===== src/rtl/seven_segment_pkg.sv =====
// rtl/seven_segment_pkg.sv - shared state encoding and constants for the seven-segment serial driver
package seven_segment_pkg;

    localparam logic [1:0] IDLE     = 2'd0;
    localparam logic [1:0] SHIFT_LO = 2'd1;
    localparam logic [1:0] SHIFT_HI = 2'd2;
    localparam logic [1:0] LATCH    = 2'd3;

    localparam int SEG_BITS_PER_DIGIT = 8;

endpackage


===== src/rtl/seven_segment_clk_divider.sv =====
// rtl/seven_segment_clk_divider.sv - phase counter producing a one-cycle phase_done every CLK_DIV cycles
module seven_segment_clk_divider #(
    parameter int CLK_DIV = 4
) (
    input  logic clock,
    input  logic resetn,
    input  logic restart,
    output logic phase_done
);

    localparam int CW = (CLK_DIV > 1) ? $clog2(CLK_DIV) : 1;
    localparam logic [CW-1:0] LAST = CW'(CLK_DIV - 1);

    logic [CW-1:0] count;

    // Held at zero by restart; the terminal count wraps so consecutive phases need no restart.
    assign phase_done = !restart && (count == LAST);

    // Count 0..CLK_DIV-1 within each phase.
    always_ff @(posedge clock or negedge resetn) begin
        if (!resetn) begin
            count <= '0;
        end else if (restart || (count == LAST)) begin
            count <= '0;
        end else begin
            count <= count + 1'b1;
        end
    end

endmodule


===== src/rtl/seven_segment_serial_driver.sv =====
// rtl/seven_segment_serial_driver.sv - serialises a segment frame onto a 74HC595-style chain; SEVEN_SEGMENT_AUTO_REFRESH_EN adds idle resend
module seven_segment_serial_driver
    import seven_segment_pkg::*;
#(
    parameter int NUM_DIGITS     = 4,
    parameter int CLK_DIV        = 4,
    parameter int REFRESH_CYCLES = 50000
) (
    input  logic                                       clock,
    input  logic                                       resetn,
    input  logic [NUM_DIGITS*SEG_BITS_PER_DIGIT-1:0]   D,
    input  logic                                       load,
    output logic                                       ready,
    output logic                                       busy,
    output logic                                       ser_data,
    output logic                                       ser_clk,
    output logic                                       ser_latch
);

    localparam int FW = NUM_DIGITS * SEG_BITS_PER_DIGIT;
    localparam int BW = $clog2(FW);

    if (CLK_DIV < 1 || CLK_DIV > 255 || NUM_DIGITS < 1 || REFRESH_CYCLES < 1) begin : g_param_check
        $error("seven_segment_serial_driver: illegal parameter value");
    end

    logic [1:0]    state;
    logic [FW-1:0] shift_reg;
    logic [FW-1:0] pending;
    logic          pending_valid;
    logic [BW-1:0] bit_cnt;
    logic          phase_done;
    logic          accept;
    logic          frame_end;
    logic          start_pending;
    logic          start_any;
    logic          pending_valid_next;
    logic [FW-1:0] next_frame;

    assign accept        = load && ready;
    assign frame_end     = (state == LATCH) && phase_done;
    assign start_pending = pending_valid && ((state == IDLE) || frame_end);

    // A new load wins over the transfer-clear so a frame posted on the consuming edge is kept.
    assign pending_valid_next = accept ? 1'b1 : (start_pending ? 1'b0 : pending_valid);

`ifdef SEVEN_SEGMENT_AUTO_REFRESH_EN
    localparam int RW = (REFRESH_CYCLES > 1) ? $clog2(REFRESH_CYCLES) : 1;

    logic [FW-1:0] last_frame;
    logic          have_last;
    logic [RW-1:0] idle_cnt;
    logic          refresh_go;

    assign refresh_go = (state == IDLE) && !pending_valid && !accept && have_last
                        && (idle_cnt == RW'(REFRESH_CYCLES - 1));
    assign start_any  = start_pending || refresh_go;
    assign next_frame = pending_valid ? pending : last_frame;

    // Remember the frame being started; it is only trusted once its latch pulse has completed.
    always_ff @(posedge clock or negedge resetn) begin
        if (!resetn) begin
            last_frame <= '0;
            have_last  <= 1'b0;
        end else begin
            if (start_any && ((state == IDLE) || frame_end)) begin
                last_frame <= next_frame;
            end
            if (frame_end) begin
                have_last <= 1'b1;
            end
        end
    end

    // Idle time since the last activity; restarts on any load or when leaving IDLE.
    always_ff @(posedge clock or negedge resetn) begin
        if (!resetn) begin
            idle_cnt <= '0;
        end else if ((state != IDLE) || accept || pending_valid || refresh_go) begin
            idle_cnt <= '0;
        end else if (have_last) begin
            idle_cnt <= idle_cnt + 1'b1;
        end
    end
`else
    assign start_any  = start_pending;
    assign next_frame = pending;
`endif

    seven_segment_clk_divider #(
        .CLK_DIV(CLK_DIV)
    ) u_clk_divider (
        .clock      (clock),
        .resetn     (resetn),
        .restart    (state == IDLE),
        .phase_done (phase_done)
    );

    // One-entry pending slot; ready mirrors the slot state one edge later.
    always_ff @(posedge clock or negedge resetn) begin
        if (!resetn) begin
            pending       <= '0;
            pending_valid <= 1'b0;
            ready         <= 1'b1;
        end else begin
            if (accept) begin
                pending <= D;
            end
            pending_valid <= pending_valid_next;
            ready         <= !pending_valid_next;
        end
    end

    // Shift/latch sequencer; outputs are registered and change only on phase boundaries.
    always_ff @(posedge clock or negedge resetn) begin
        if (!resetn) begin
            state     <= IDLE;
            shift_reg <= '0;
            bit_cnt   <= '0;
            busy      <= 1'b0;
            ser_data  <= 1'b0;
            ser_clk   <= 1'b0;
            ser_latch <= 1'b0;
        end else begin
            case (state)
                IDLE: begin
                    if (start_any) begin
                        state     <= SHIFT_LO;
                        shift_reg <= next_frame;
                        bit_cnt   <= BW'(FW - 1);
                        busy      <= 1'b1;
                        ser_data  <= next_frame[FW-1];
                        ser_clk   <= 1'b0;
                    end
                end
                SHIFT_LO: begin
                    if (phase_done) begin
                        state   <= SHIFT_HI;
                        ser_clk <= 1'b1;
                    end
                end
                SHIFT_HI: begin
                    if (phase_done) begin
                        shift_reg <= shift_reg << 1;
                        ser_clk   <= 1'b0;
                        if (bit_cnt != '0) begin
                            bit_cnt  <= bit_cnt - 1'b1;
                            state    <= SHIFT_LO;
                            ser_data <= shift_reg[FW-2];
                        end else begin
                            state     <= LATCH;
                            ser_latch <= 1'b1;
                        end
                    end
                end
                LATCH: begin
                    if (phase_done) begin
                        ser_latch <= 1'b0;
                        if (start_any) begin
                            state     <= SHIFT_LO;
                            shift_reg <= next_frame;
                            bit_cnt   <= BW'(FW - 1);
                            ser_data  <= next_frame[FW-1];
                        end else begin
                            state    <= IDLE;
                            busy     <= 1'b0;
                            ser_data <= 1'b0;
                        end
                    end
                end
                default: begin
                    state <= IDLE;
                end
            endcase
        end
    end

endmodule


===== config.mk =====
export PLATFORM = sky130hd
export DESIGN_NAME = seven_segment_serial_driver
export DESIGN_NICKNAME = d
export VERILOG_FILES = /design/src/rtl/seven_segment_pkg.sv /design/src/rtl/seven_segment_clk_divider.sv /design/src/rtl/seven_segment_serial_driver.sv
export SDC_FILE = /design/constraint.sdc
export NUM_CORES = 1
export LEC_CHECK = 0
export CELL_PAD_IN_SITES_DETAIL_PLACEMENT = 0
export CELL_PAD_IN_SITES_GLOBAL_PLACEMENT = 1
export CORE_ASPECT_RATIO = 0.8
export CORE_MARGIN = 2
export CORE_UTILIZATION = 48
export DETAILED_ROUTE_END_ITERATION = 10
export PLACE_DENSITY = 0.95
export SLEW_MARGIN = 5
export SYNTH_ARGS = -nofsm -noshare
export SYNTH_HDL_FRONTEND = slang
export SYNTH_HIERARCHICAL = 1
export SYNTH_SLANG_ARGS = --single-unit

===== constraint.sdc =====
create_clock -name clock -period 3.54 [get_ports clock]
set_input_delay 0.531 -clock clock [delete_from_list [all_inputs] [get_ports clock]]
set_output_delay 0.531 -clock clock [all_outputs]
set_load 0.03 [all_outputs]

Word level (Yosys, flattened, before mapping). Index checks and enable logic that the tools add are counted.

Reduce and logical (&&, ||, !) cells: 21. Equal/unequal tests: 11. Mux-type cells: 36. Add/sub/neg operators: 2.

Operator list (number): $mux 32 (3); $pmux 32 s3 (1); $mux 5 (4); $reduce_and 4->1 (5); $mux 1 (16); $pmux 5 s3 (1); $ne 2x2->1 const B (7); $mux 2 (6); $pmux 2 s4 (1); $eq 2x2->1 const B (3); $pmux 1 s3 (2); $reduce_bool 3->1 (2); $reduce_and 5->1 (1); $reduce_bool 5->1 (1); $sub 5x1->5 const B (1); $logic_and 1x1->1 (4); $pmux 1 s2 (2); $reduce_bool 2->1 (2); $reduce_and 3->1 (1); $add 2x1->2 const B (1); $eq 2x1->1 const B (1); $logic_not 1->1 (2); $logic_not 2->1 (1); $logic_or 1x1->1 (2).

Logic and storage cells: 81. Input bits: 35. Register bits after elaboration: 79. Output and inout port bits: 5.

Depth between registers and ports, before layout.
Depth in word-level cells: 9. Depth in mapped cells: 8. Mapped depth without buffers: 6.

Cells and area by module. Netlist, hierarchy kept.

By module, submodules not included: seven_segment_serial_driver (cells each 273, seq. area each 1903.1 µm², area each 3291.9 µm², times used 1); seven_segment_clk_divider (cells each 6, seq. area each 50.0 µm², area each 86.3 µm², times used 1).

Worst setup path before layout. Ideal clock, no wire load.

Path kind: register to register. Start: register state[0]. End: register bit_cnt[2]. Path slack: 1.772 ns. Required time: 3.410 ns. Arrival time: 1.638 ns. Buffers on the path: 2. Period minus slack after synthesis: 1.768 ns. Setup time: 0.130 ns. Cell stages (with the launch flop): 9. Cells stage by stage: dfrtp_1 -> buf_4 -> nor2_2 -> nor2b_1 -> and2_1 -> a22o_4 -> buf_6 -> a31oi_1 -> o22ai_2.

Longest elaborated chain between the ends: 9. Elaborated cells on any way between the ends: 16. Those cells by class: eq/ne (5); mux (3); reduce/logical (8).

RTL lines: from (decl) (RTL line seven_segment_serial_driver.sv:27) `logic [1:0] state;`; from (signal assigned) (RTL line seven_segment_serial_driver.sv:117) `state <= IDLE;`; from (signal assigned) (RTL line seven_segment_serial_driver.sv:128) `state <= SHIFT_LO;`; from (signal assigned) (RTL line seven_segment_serial_driver.sv:138) `state <= SHIFT_HI;`; $logic_not 2->1 (*) (RTL line seven_segment_serial_driver.sv:95) `.restart (state == IDLE),`; $logic_not 1->1 (*) (RTL line seven_segment_clk_divider.sv:17) `assign phase_done = !restart && (count == LAST);`; $logic_and 1x1->1 (*) (RTL line seven_segment_clk_divider.sv:17); via phase_done (RTL line seven_segment_serial_driver.sv:32) `logic phase_done;`; $logic_and 1x1->1 (RTL line seven_segment_serial_driver.sv:41) `assign frame_end = (state == LATCH) && phase_done;`; $logic_or 1x1->1 (RTL line seven_segment_serial_driver.sv:42) `assign start_pending = pending_valid && ((state == IDLE) || frame_end);`; $logic_and 1x1->1 (RTL line seven_segment_serial_driver.sv:42); $mux 5 (2 in a row); $pmux 5 s3 (RTL line seven_segment_serial_driver.sv:125) `case (state)`; to (signal assigned) (RTL line seven_segment_serial_driver.sv:130) `bit_cnt <= BW'(FW - 1);`; to (signal assigned) (RTL line seven_segment_serial_driver.sv:147) `bit_cnt <= bit_cnt - 1'b1;`; to (signal assigned) (RTL line seven_segment_serial_driver.sv:162) `bit_cnt <= BW'(FW - 1);`; to (decl) (RTL line seven_segment_serial_driver.sv:31) `logic [BW-1:0] bit_cnt;`.

Mark *: on every way through the listed nets, which the timed path passes. The rest lies on a longest branch. The select of a mux whose other input is x is not followed. A chain may end at the register's enable or synchronous reset.

Worst setup path after layout.
Start: register state[1]. End: register bit_cnt[3].

Same word-level chain as after synthesis.

==> results.cfg <==
[status]
status = finished clean

[synthesis]
ys_seq_area_share_pct = 57.8
syn_nets = 316
synth.area.top_cells = dfrtp_1, mux2_2, mux2i_1, a21oi_1, nor2_1
yosysMostFrequentCell = dfrtp_1
synth.cell_area_um2 = 3380
synth_edf_count = 0
syn-mean-instance-area_um2 = 12.1
synthArstFlopShare_pct = 100
yosysTopAreaCell = dfrtp_1
ys.warnings.count = 6
synthFlopType = dfrtp_1
syn-instance-count = 279
yosys-top-cells-count = dfrtp_1, a21oi_1, mux2_2, nor2_1, mux2i_1
ys_types = 33
ys_seq_elements = 78
synth_top_area_share_pct = 57.0

[worst_setup_path]
required_ns = 3.76
cp_slowest_cell = dfrtp_1
crit_chain = nor2_2, nor2b_1, and2_1, a22o_4, and4_1, o22ai_1
end_kind = flip-flop
crit_type = flip-flop to flip-flop
startpoint_type = flip-flop
cpPeakStageDelay_ns = 0.58
cp_top_family = simple AND/OR/NAND/NOR gates
cp.arrival_ns = 2.52
cp_max_fo = 68
r2r_slack_ns = 1.24
worst-path-buf-inv = 0

[route]
viasPerCell = 5.25
first_pass_iters = 4
drtIter0Drc = 121
drt_wl_total_um = 5790
final_antenna_net_count = 0
wire_per_inst_um = 14.2
drc_errors = 0
num_vias = 2138

[clock_network]
h-tree-depth = 3
cts_buffers = 9
root_buffer = clkbuf_8
ctsResizeCount = 0
cts_tree = built
cts_hold_buf = 0
post-cts-setup-buffers = 0
cts.sinks = 78
clkTransAtPathRegs_ns = 0.08
clk_latency_ns = 0.35
clockBufferDepth = 2

[layout]
largest_reg_flops = 32
final_nets = 352
drive_gt1_share_pct = 18.1
area_growth_pct = 19.0
fin_util_pct = 58.6
fillers = 565
multi_input_area_um2 = 1300
antenna_cells = 0
seqCellArea_um2 = 1950

[floorplanning]
die_height_um = 79.0
start_util_pct = 49.3
rows = 27
die-width_um = 97.8
die-area_um2 = 7730
io_pins = 40
core-area_um2 = 6860

[placed_design]
io_buffers = 39
hpwl_um = 3580
gp_congestion = 0.871

[pwr]
power_leakage_uw = 0.00173
vdd_drop_max_mv = 0.206
power_density_nw_per_um2 = 532

[timing]
clock-skew-final_ns = 0.00975
relSlewSlack_pct = 36.3
finalSetupTns_ns = 0
hold_violations = 0
slew_viol_final = 0
setup_viol = 0
timing.final.crit_share_pct = 64.9
worstMarginPinSlew_ns = 0.956
rsz0062_at_grt = no
fmax_ghz = 0.435
fin_crit_ns = 2.30

[min_path]
hold_path_class = input port to async pin

[global_route]
first_global_vias = 2040
grt_pass1_wl_um = 9780
overflow = 0
grt_usage_pct = 16.0
antenna_found_initial = 0
grt_max_degree = 79

[job]
cap_violations = 0
==> cell type report <==
class / count / area share, %
tap: 87 / 2.71
timing repair buffer: 41 / 10.0
multi-input combinational: 178 / 32.3
clock buffer: 10 / 3.42
inverter: 7 / 0.654
sequential: 78 / 48.6
clock inverter: 6 / 2.30
==> stage by stage <==
step                      total power [uW]  instance area (um2)  std cells  hold WS (ns)  worst slack [ns]
final                                 2140                 4020        407         0.334              1.24
after global routing                  2250                 4020        407         0.416              1.07
after detailed placement              1400                 3790        391         0.449              1.33
after CTS                             2160                 4020        407         0.369              1.28
after floorplan                       1290                 3380        279         0.235              1.77
after global placement                1390                 3790        391         0.432              1.43
==> per-layer routing <==
layer,GRT usage [%],wire length [um],share of wire (%)
met2,23.6,2630,45
met3,5.90,244,4.2
met4,4.44,23,0.40
met1,22.3,2900,50
met5,0,0,0
==> power by group <==
part | switching (uW) | internal, uW
registers | 77.2 | 1030
clock network | 338 | 421
logic | 98.5 | 177
==> cell families (layout without fill, tap and decap cells) <==
| logic type | Yosys count | in the layout | synth area share [%] |
|---|---|---|---|
| and+or+nand+nor | 57 | 57 | 8.11 |
| adders and majority gates | 2 | 2 | 0.741 |
| AOI/OAI and AO/OA | 56 | 56 | 9.48 |
| buffers and inverters | 23 | 64 | 3.96 |
| DFF | 78 | 78 | 57.8 |
| muxes | 63 | 63 | 19.9 |
==> path summary, 6_finish.rpt <==
check / cells after the start / startpoint / endpoint
worst max-delay path: 6 / state[1] / bit_cnt[3]
worst min-delay path: 1 / resetn / ser_latch
worst max register to register: 6 / state[1] / bit_cnt[3]
worst min register to register: 1 / u_clk_divider/count[0] / u_clk_divider/count[0]
max in group asynchronous: 1 / resetn / shift_reg[26]
min in group clock: 1 / u_clk_divider/count[0] / u_clk_divider/count[0]
==> cell usage in the layout, fill, tap and decap left out, types with 2 or more instances in the layout <==
cell type        count
clkbuf_8            10
nand2_1              7
ha_1                 2
dfrtp_1             77
nand3_1              2
bufinv_16            2
a22o_1               2
clkdlybuf4s50_1     38
mux2i_1             30
clkinvlp_4           2
o21ai_0              6
inv_1                7
a21oi_1             39
inv_6                2
and2_1               3
and3_1               2
buf_4                3
o22ai_1              2
nor3_1               3
nor2_1              32
a31oi_1              2
mux2_2              32
Note: power is estimated with default switching activity, not from simulation.
